==> src/rtl/issue_index_decoder.sv <==
// ============================================================================
// issue_index_decoder
// ----------------------------------------------------------------------------
// Binary-to-one-hot decoder for the issue stage. Binary slot indices arrive
// under a valid/ready handshake and leave as registered one-hot slot vectors.
// A two-entry skid buffer (OUT + SKD) decouples the handshake. A busy mask
// records slots that have been issued downstream and not yet released. An
// entry is flagged with err when its index is out of range, or when the index
// collides with a busy slot or with an entry still held in the pipeline.
//
// Optional feature (compile-time macro): ISSUE_DEC_BYPASS_EN
//   Defined   : from EMPTY, a valid index meeting a ready consumer (no flush)
//               is presented combinationally in the same cycle and fires
//               without occupying OUT.
//   Undefined : outputs are always registered (minimum 1-cycle latency).
//
// Ports
//   clk_i           in   clock, rising edge
//   rst_i           in   asynchronous active-high reset
//   index_valid_i   in   input index valid
//   index_i         in   binary slot index  [DECODER_WIDTH_LOG]
//   index_ready_o   out  decoder can accept an index (registered)
//   flush_i         in   drop all pipeline entries, refuse input this cycle
//   release_vec_i   in   slots being freed this cycle [DECODER_WIDTH]
//   onehot_valid_o  out  output entry valid
//   onehot_o        out  decoded one-hot vector [DECODER_WIDTH]
//   onehot_err_o    out  entry out-of-range or duplicate
//   onehot_ready_i  in   consumer accepts the output entry
//   busy_vec_o      out  issued-but-not-released slots [DECODER_WIDTH]
// ============================================================================
module issue_index_decoder #(
    parameter int DECODER_WIDTH     = 32,
    parameter int DECODER_WIDTH_LOG = 5
) (
    input  logic                         clk_i,
    input  logic                         rst_i,
    input  logic                         index_valid_i,
    input  logic [DECODER_WIDTH_LOG-1:0] index_i,
    output logic                         index_ready_o,
    input  logic                         flush_i,
    input  logic [DECODER_WIDTH-1:0]     release_vec_i,
    output logic                         onehot_valid_o,
    output logic [DECODER_WIDTH-1:0]     onehot_o,
    output logic                         onehot_err_o,
    input  logic                         onehot_ready_i,
    output logic [DECODER_WIDTH-1:0]     busy_vec_o
);

    typedef enum logic [1:0] {
        ST_EMPTY = 2'd0,
        ST_ONE   = 2'd1,
        ST_TWO   = 2'd2
    } state_e;

    // Slot count widened to 32 bits so the range check works for any index
    // width, including non-power-of-2 slot counts.
    localparam logic [31:0] WIDTH_U = 32'(DECODER_WIDTH);

    // Binary index to one-hot; indices at or beyond the slot count match no
    // bit and therefore decode to all-zero.
    function automatic logic [DECODER_WIDTH-1:0] decode_idx(
        input logic [DECODER_WIDTH_LOG-1:0] idx
    );
        logic [DECODER_WIDTH-1:0] vec;
        vec = '0;
        for (int i = 0; i < DECODER_WIDTH; i++) begin
            if (idx == DECODER_WIDTH_LOG'(i)) begin
                vec[i] = 1'b1;
            end else begin
                vec[i] = 1'b0;
            end
        end
        return vec;
    endfunction

    state_e                   state_q, state_d;
    logic [DECODER_WIDTH-1:0] out_oh_q,  out_oh_d;
    logic                     out_err_q, out_err_d;
    logic [DECODER_WIDTH-1:0] skd_oh_q,  skd_oh_d;
    logic                     skd_err_q, skd_err_d;
    logic [DECODER_WIDTH-1:0] busy_q,    busy_d;
    logic                     ready_q,   ready_d;

    logic [DECODER_WIDTH-1:0] dec_s;
    logic                     in_range_s;
    logic                     dup_s;
    logic                     new_err_s;
    logic                     out_valid_s;
    logic                     skd_valid_s;
    logic                     accept_s;
    logic                     fire_s;
    logic                     byp_s;
    logic [DECODER_WIDTH-1:0] held_vec_s;

    assign out_valid_s = (state_q != ST_EMPTY);
    assign skd_valid_s = (state_q == ST_TWO);

    assign dec_s      = decode_idx(index_i);
    assign in_range_s = ({{(32-DECODER_WIDTH_LOG){1'b0}}, index_i} < WIDTH_U);

    // Everything that already claims a slot: busy slots plus any entry still
    // in flight. The OUT entry counts even when it fires this cycle because
    // its busy bit only lands at the coming edge.
    assign held_vec_s = busy_q
                      | (out_valid_s ? out_oh_q : {DECODER_WIDTH{1'b0}})
                      | (skd_valid_s ? skd_oh_q : {DECODER_WIDTH{1'b0}});
    assign dup_s      = |(dec_s & held_vec_s);
    assign new_err_s  = ~in_range_s | dup_s;

`ifdef ISSUE_DEC_BYPASS_EN
    // Zero-latency path: only from EMPTY, so the duplicate check reduces to
    // the busy mask (OUT and SKD are both empty).
    assign byp_s = (state_q == ST_EMPTY) & index_valid_i & onehot_ready_i & ~flush_i;
`else
    assign byp_s = 1'b0;
`endif

    assign accept_s = index_valid_i & ready_q & ~flush_i;

    assign index_ready_o  = ready_q;
    assign onehot_valid_o = out_valid_s | byp_s;
    assign onehot_o       = byp_s ? dec_s : out_oh_q;
    assign onehot_err_o   = byp_s ? new_err_s : out_err_q;
    assign busy_vec_o     = busy_q;

    assign fire_s = onehot_valid_o & onehot_ready_i;

    // Next-state, skid-buffer data and busy-mask computation.
    always_comb begin
        state_d   = state_q;
        out_oh_d  = out_oh_q;
        out_err_d = out_err_q;
        skd_oh_d  = skd_oh_q;
        skd_err_d = skd_err_q;

        if (flush_i) begin
            state_d   = ST_EMPTY;
            out_oh_d  = '0;
            out_err_d = 1'b0;
            skd_oh_d  = '0;
            skd_err_d = 1'b0;
        end else begin
            case (state_q)
                ST_EMPTY: begin
                    // A bypassed entry fires straight through and never
                    // occupies OUT.
                    if (accept_s && !byp_s) begin
                        out_oh_d  = dec_s;
                        out_err_d = new_err_s;
                        state_d   = ST_ONE;
                    end else begin
                        state_d   = ST_EMPTY;
                    end
                end
                ST_ONE: begin
                    if (accept_s && fire_s) begin
                        out_oh_d  = dec_s;
                        out_err_d = new_err_s;
                        state_d   = ST_ONE;
                    end else if (accept_s) begin
                        skd_oh_d  = dec_s;
                        skd_err_d = new_err_s;
                        state_d   = ST_TWO;
                    end else if (fire_s) begin
                        state_d   = ST_EMPTY;
                    end else begin
                        state_d   = ST_ONE;
                    end
                end
                ST_TWO: begin
                    // ready is low in TWO, so no accept can coincide here.
                    if (fire_s) begin
                        out_oh_d  = skd_oh_q;
                        out_err_d = skd_err_q;
                        state_d   = ST_ONE;
                    end else begin
                        state_d   = ST_TWO;
                    end
                end
                default: begin
                    state_d   = ST_EMPTY;
                    out_oh_d  = '0;
                    out_err_d = 1'b0;
                    skd_oh_d  = '0;
                    skd_err_d = 1'b0;
                end
            endcase
        end

        // Release first, then OR in the issuing slot so a same-cycle issue
        // of a released slot keeps it busy. Error entries never mark busy.
        // Flush does not gate this: an entry firing in the flush cycle counts.
        if (fire_s && !onehot_err_o) begin
            busy_d = (busy_q & ~release_vec_i) | onehot_o;
        end else begin
            busy_d = busy_q & ~release_vec_i;
        end

        ready_d = (state_d != ST_TWO);
    end

    // Pipeline state, data and busy-mask registers.
    always_ff @(posedge clk_i or posedge rst_i) begin
        if (rst_i) begin
            state_q   <= ST_EMPTY;
            out_oh_q  <= '0;
            out_err_q <= 1'b0;
            skd_oh_q  <= '0;
            skd_err_q <= 1'b0;
            busy_q    <= '0;
            ready_q   <= 1'b1;
        end else begin
            state_q   <= state_d;
            out_oh_q  <= out_oh_d;
            out_err_q <= out_err_d;
            skd_oh_q  <= skd_oh_d;
            skd_err_q <= skd_err_d;
            busy_q    <= busy_d;
            ready_q   <= ready_d;
        end
    end

endmodule

==> config.mk <==
export PLATFORM = sky130hd
export DESIGN_NAME = issue_index_decoder
export DESIGN_NICKNAME = d
export VERILOG_FILES = /design/src/rtl/issue_index_decoder.sv
export SDC_FILE = /design/constraint.sdc
export NUM_CORES = 1
export LEC_CHECK = 0
export ABC_CLOCK_PERIOD_IN_PS = 5300
export BUFFER_PORTS_ARGS = -buffer_cell sky130_fd_sc_hd__buf_2
export CORE_UTILIZATION = 45
export CTS_CLUSTER_SIZE = 14
export DETAILED_ROUTE_END_ITERATION = 8
export HOLD_SLACK_MARGIN = 0.08
export PLACE_DENSITY = 0.68
export SLEW_MARGIN = 20
export SYNTH_ARGS = -nofsm -noshare
export SYNTH_HDL_FRONTEND = slang
export SYNTH_SLANG_ARGS = --single-unit
==> constraint.sdc <==
create_clock -name clk_i -period 5.3 [get_ports clk_i]
set_input_delay 0.795 -clock clk_i [delete_from_list [all_inputs] [get_ports clk_i]]
set_output_delay 0.795 -clock clk_i [all_outputs]
set_load 0.01 [all_outputs]
==> impl_metrics.py <==
metrics = {
    "status": {
        "status": "finished clean",
    },
    "timing": {
        "final.setup.tns_ps": 0,
        "fmax_mhz": 321,
        "rsz0062_at_grt": "false",
        "drv_slew": 0,
        "relSlewSlack_pct": 43.6,
        "finalHoldViolations": 0,
        "final-setup-viol-count": 0,
        "fin_crit_ps": 3110,
        "finClkSkew_ps": 6.76,
        "period_share_pct": 58.7,
        "tightestPinTransition_ps": 842,
    },
    "yosys": {
        "synth.cell_area_mm2": 0.00491,
        "postSynthAreaPerCell_um2": 9.12,
        "yosysWarnings": 0,
        "synth_seq_cells": 101,
        "yosysUniqueCellTypes": 43,
        "netlist_instances": 538,
        "synth_nets": 582,
        "synth-seq-area-share_pct": 51.5,
    },
    "clock_network": {
        "path_clk_slew_ps": 90,
        "ctsHoldBuffers": 0,
        "cts_max_level": 3,
        "cts_resized": 0,
        "cts.path.max_buffers": 2,
        "cts_made_buffers": 9,
        "clk_latency_ps": 370,
        "postCtsSetupBuffers": 0,
        "clock_sinks": 101,
        "clockRootBuffer": "clkbuf_8",
        "cts_tree": "yes",
    },
    "route": {
        "remaining_drc_errors": 0,
        "viasPerCell": 5.95,
        "detail-route-antenna-nets": 0,
        "vias": 4572,
        "avgRoutedWirePerCell_um": 18.8,
        "dr.pass1.iters": 6,
        "drtIter0Drc": 483,
        "totalWireLength_mm": 14.5,
    },
    "final_layout": {
        "fin_nets": 673,
        "final_cells": 769,
        "fillers": 999,
        "diodes": 0,
        "area_growth_syn_to_layout_pct": 16.1,
        "drive_gt1_share_pct": 22.1,
    },
    "worst_setup_path": {
        "cp.arrival_ps": 3420,
        "startpoint_type": "flip-flop",
        "critPathKind": "reg2reg",
        "cp.required_ps": 5600,
        "end_kind": "flip-flop",
        "critPathMaxFanout": 26,
    },
    "die": {
        "dieArea_mm2": 0.0113,
        "die_w_um": 106,
        "initial_core_util_pct": 46.9,
        "rows": 37,
        "core_area_mm2": 0.0105,
        "dieHeight_um": 106,
        "ios": 109,
    },
    "placement": {
        "gp_routability_congestion": 0.899,
        "io_buffers": 108,
        "hpwl_mm": 9.52,
        "dp_cells": 754,
    },
    "job": {
        "cap_violations": 0,
    },
    "power_and_ir_drop": {
        "p_per_area_mw_per_mm2": 281,
        "ir_worst_vdd_mv": 0.125,
        "power_leakage_nw": 2.66,
    },
    "global_routing": {
        "track_usage_pct": 26.8,
        "grt_pass1_vias": 4301,
        "antenna_found_initial": 0,
        "overflow": 0,
        "grt_pass1_wl_mm": 23.3,
        "grt_max_degree": 54,
    },
    "worst_hold_path": {
        "hp-class": "in2async",
    },
}
==> kinds of logic (layout without fill, tap and decap cells) <==
family	after synthesis	count (layout)	share of synthesized area, %
buffers and inverters	74	169	6.27
AND/OR/NAND/NOR	177	177	16.6
flip-flops	101	101	51.5
AO/OA/AOI/OAI	184	184	25.1
adder cells (fa/ha/maj)	2	2	0.510
==> placed cells by master, fill, tap and decap left out, drive strengths merged, types with 3 or more instances in the layout <==
cell type / count
buf: 114
dfrtp: 100
o21ai: 70
nor2: 58
nand2: 51
inv: 40
nor3: 33
a221oi: 32
a21oi: 25
a22o: 24
nor2b: 19
clkbuf: 13
a211oi: 9
a22oi: 5
nand2b: 4
o211ai: 4
o21a: 4
and2: 3
nand4: 3
==> power breakdown <==
| group | total (W) | switching, W | internal, W |
|---|---|---|---|
| clock | 0.000471 | 0.000255 | 0.000216 |
| combinational | 0.000284 | 0.000191 | 0.0000921 |
| sequential | 0.000842 | 0.0000354 | 0.000807 |
| total | 0.00160 | 0.000482 | 0.00112 |
==> critical path, cell delays in order, from the launching register on <==
cell,delay [ps]
dfrtp_1,380
buf_4,240
nor2_4,420
inv_2,290
nand2_1,220
inv_1,60
ha_1,210
inv_1,60
nand4_1,220
nor2_1,680
a22o_1,240
==> per-stage QoR <==
| step | hold slack [ps] | cell area [um2] | setup slack (ps) | power, W | util [%] |
|---|---|---|---|---|---|
| after floorplan | 455 | 4910 | 1860 | 0.00103 | - |
| after global placement | 477 | 5520 | 2230 | 0.00113 | 52.7 |
| after detailed placement | 492 | 5520 | 2150 | 0.00114 | 52.7 |
| after CTS | 514 | 5690 | 2280 | 0.00160 | 54.4 |
| after global routing | 531 | 5690 | 1990 | 0.00167 | 54.4 |
| final | 497 | 5690 | 2190 | 0.00160 | 54.4 |
==> layout make-up <==
cell class	count	area, um2	share of cell area (%)
clock buffers	13	139	2.44
clock inverters	2	35.0	0.615
inverters	40	153	2.68
multi-input cells	363	2080	36.6
flip-flops and latches	101	2530	44.4
well taps	136	170	2.99
repair buffers	114	586	10.3
==> final timing paths <==
| path | from | endpoint | slack (ps) | depth (start not counted) |
|---|---|---|---|---|
| hold reg to reg | skd_oh_q[28] | skd_oh_q[28] | 510 | 2 |
| setup / recovery | state_q[0] | skd_oh_q[22] | 2190 | 10 |
| hold / removal | rst_i | onehot_o[12] | 500 | 2 |
| min in group clk_i | skd_oh_q[28] | skd_oh_q[28] | 510 | 2 |
| max in group asynchronous | rst_i | onehot_o[22] | 3700 | 3 |
| setup reg to reg | state_q[0] | skd_oh_q[22] | 2190 | 10 |
==> routing by layer <==
metal	GRT usage, %	wire length, um	vias to the layer above
met5	0	0	-
met4	10.5	339	0
met3	4.41	1300	28
met2	40.9	6720	255
met1	38.2	6120	2194
li1	-	-	2095
==> cells in the mapped netlist (all sizes together) <==
master | instances | area [um2]
nand4 | 3 | 18.8
a32oi | 1 | 8.76
o211ai | 4 | 30.0
a22oi | 5 | 37.5
o22ai | 1 | 6.26
ha | 2 | 25.0
nor3 | 33 | 170
nand2 | 51 | 191
nor2b | 19 | 119
clkbuf | 18 | 67.6
a41oi | 1 | 8.76
a221oi | 32 | 280
and3 | 1 | 6.26
o31ai | 2 | 15.0
buf | 16 | 90.1
a41o | 1 | 10.0
o21a | 4 | 30.0
dfrtp | 100 | 2500
a311oi | 1 | 8.76
a21oi | 25 | 125
nor2 | 58 | 228
nand3 | 1 | 5.00
and2 | 3 | 18.8
or3 | 2 | 12.5
and2b | 1 | 7.51
a31oi | 2 | 12.5
nor4 | 1 | 12.5
o21ai | 70 | 350
o41ai | 1 | 16.3
a21boi | 1 | 7.51
a211oi | 9 | 72.6
inv | 40 | 150
a22o | 24 | 210
dfstp | 1 | 26.3
nand2b | 4 | 25.0
==> registers in the layout, summed over array words and instances, names as in the netlist <==
register and flops:
state_q 2, skd_err_q 1, onehot_err_o 1, index_ready_o 1, onehot_o 32, busy_vec_o 32, skd_oh_q 32
(Power assumes the default switching activity.)
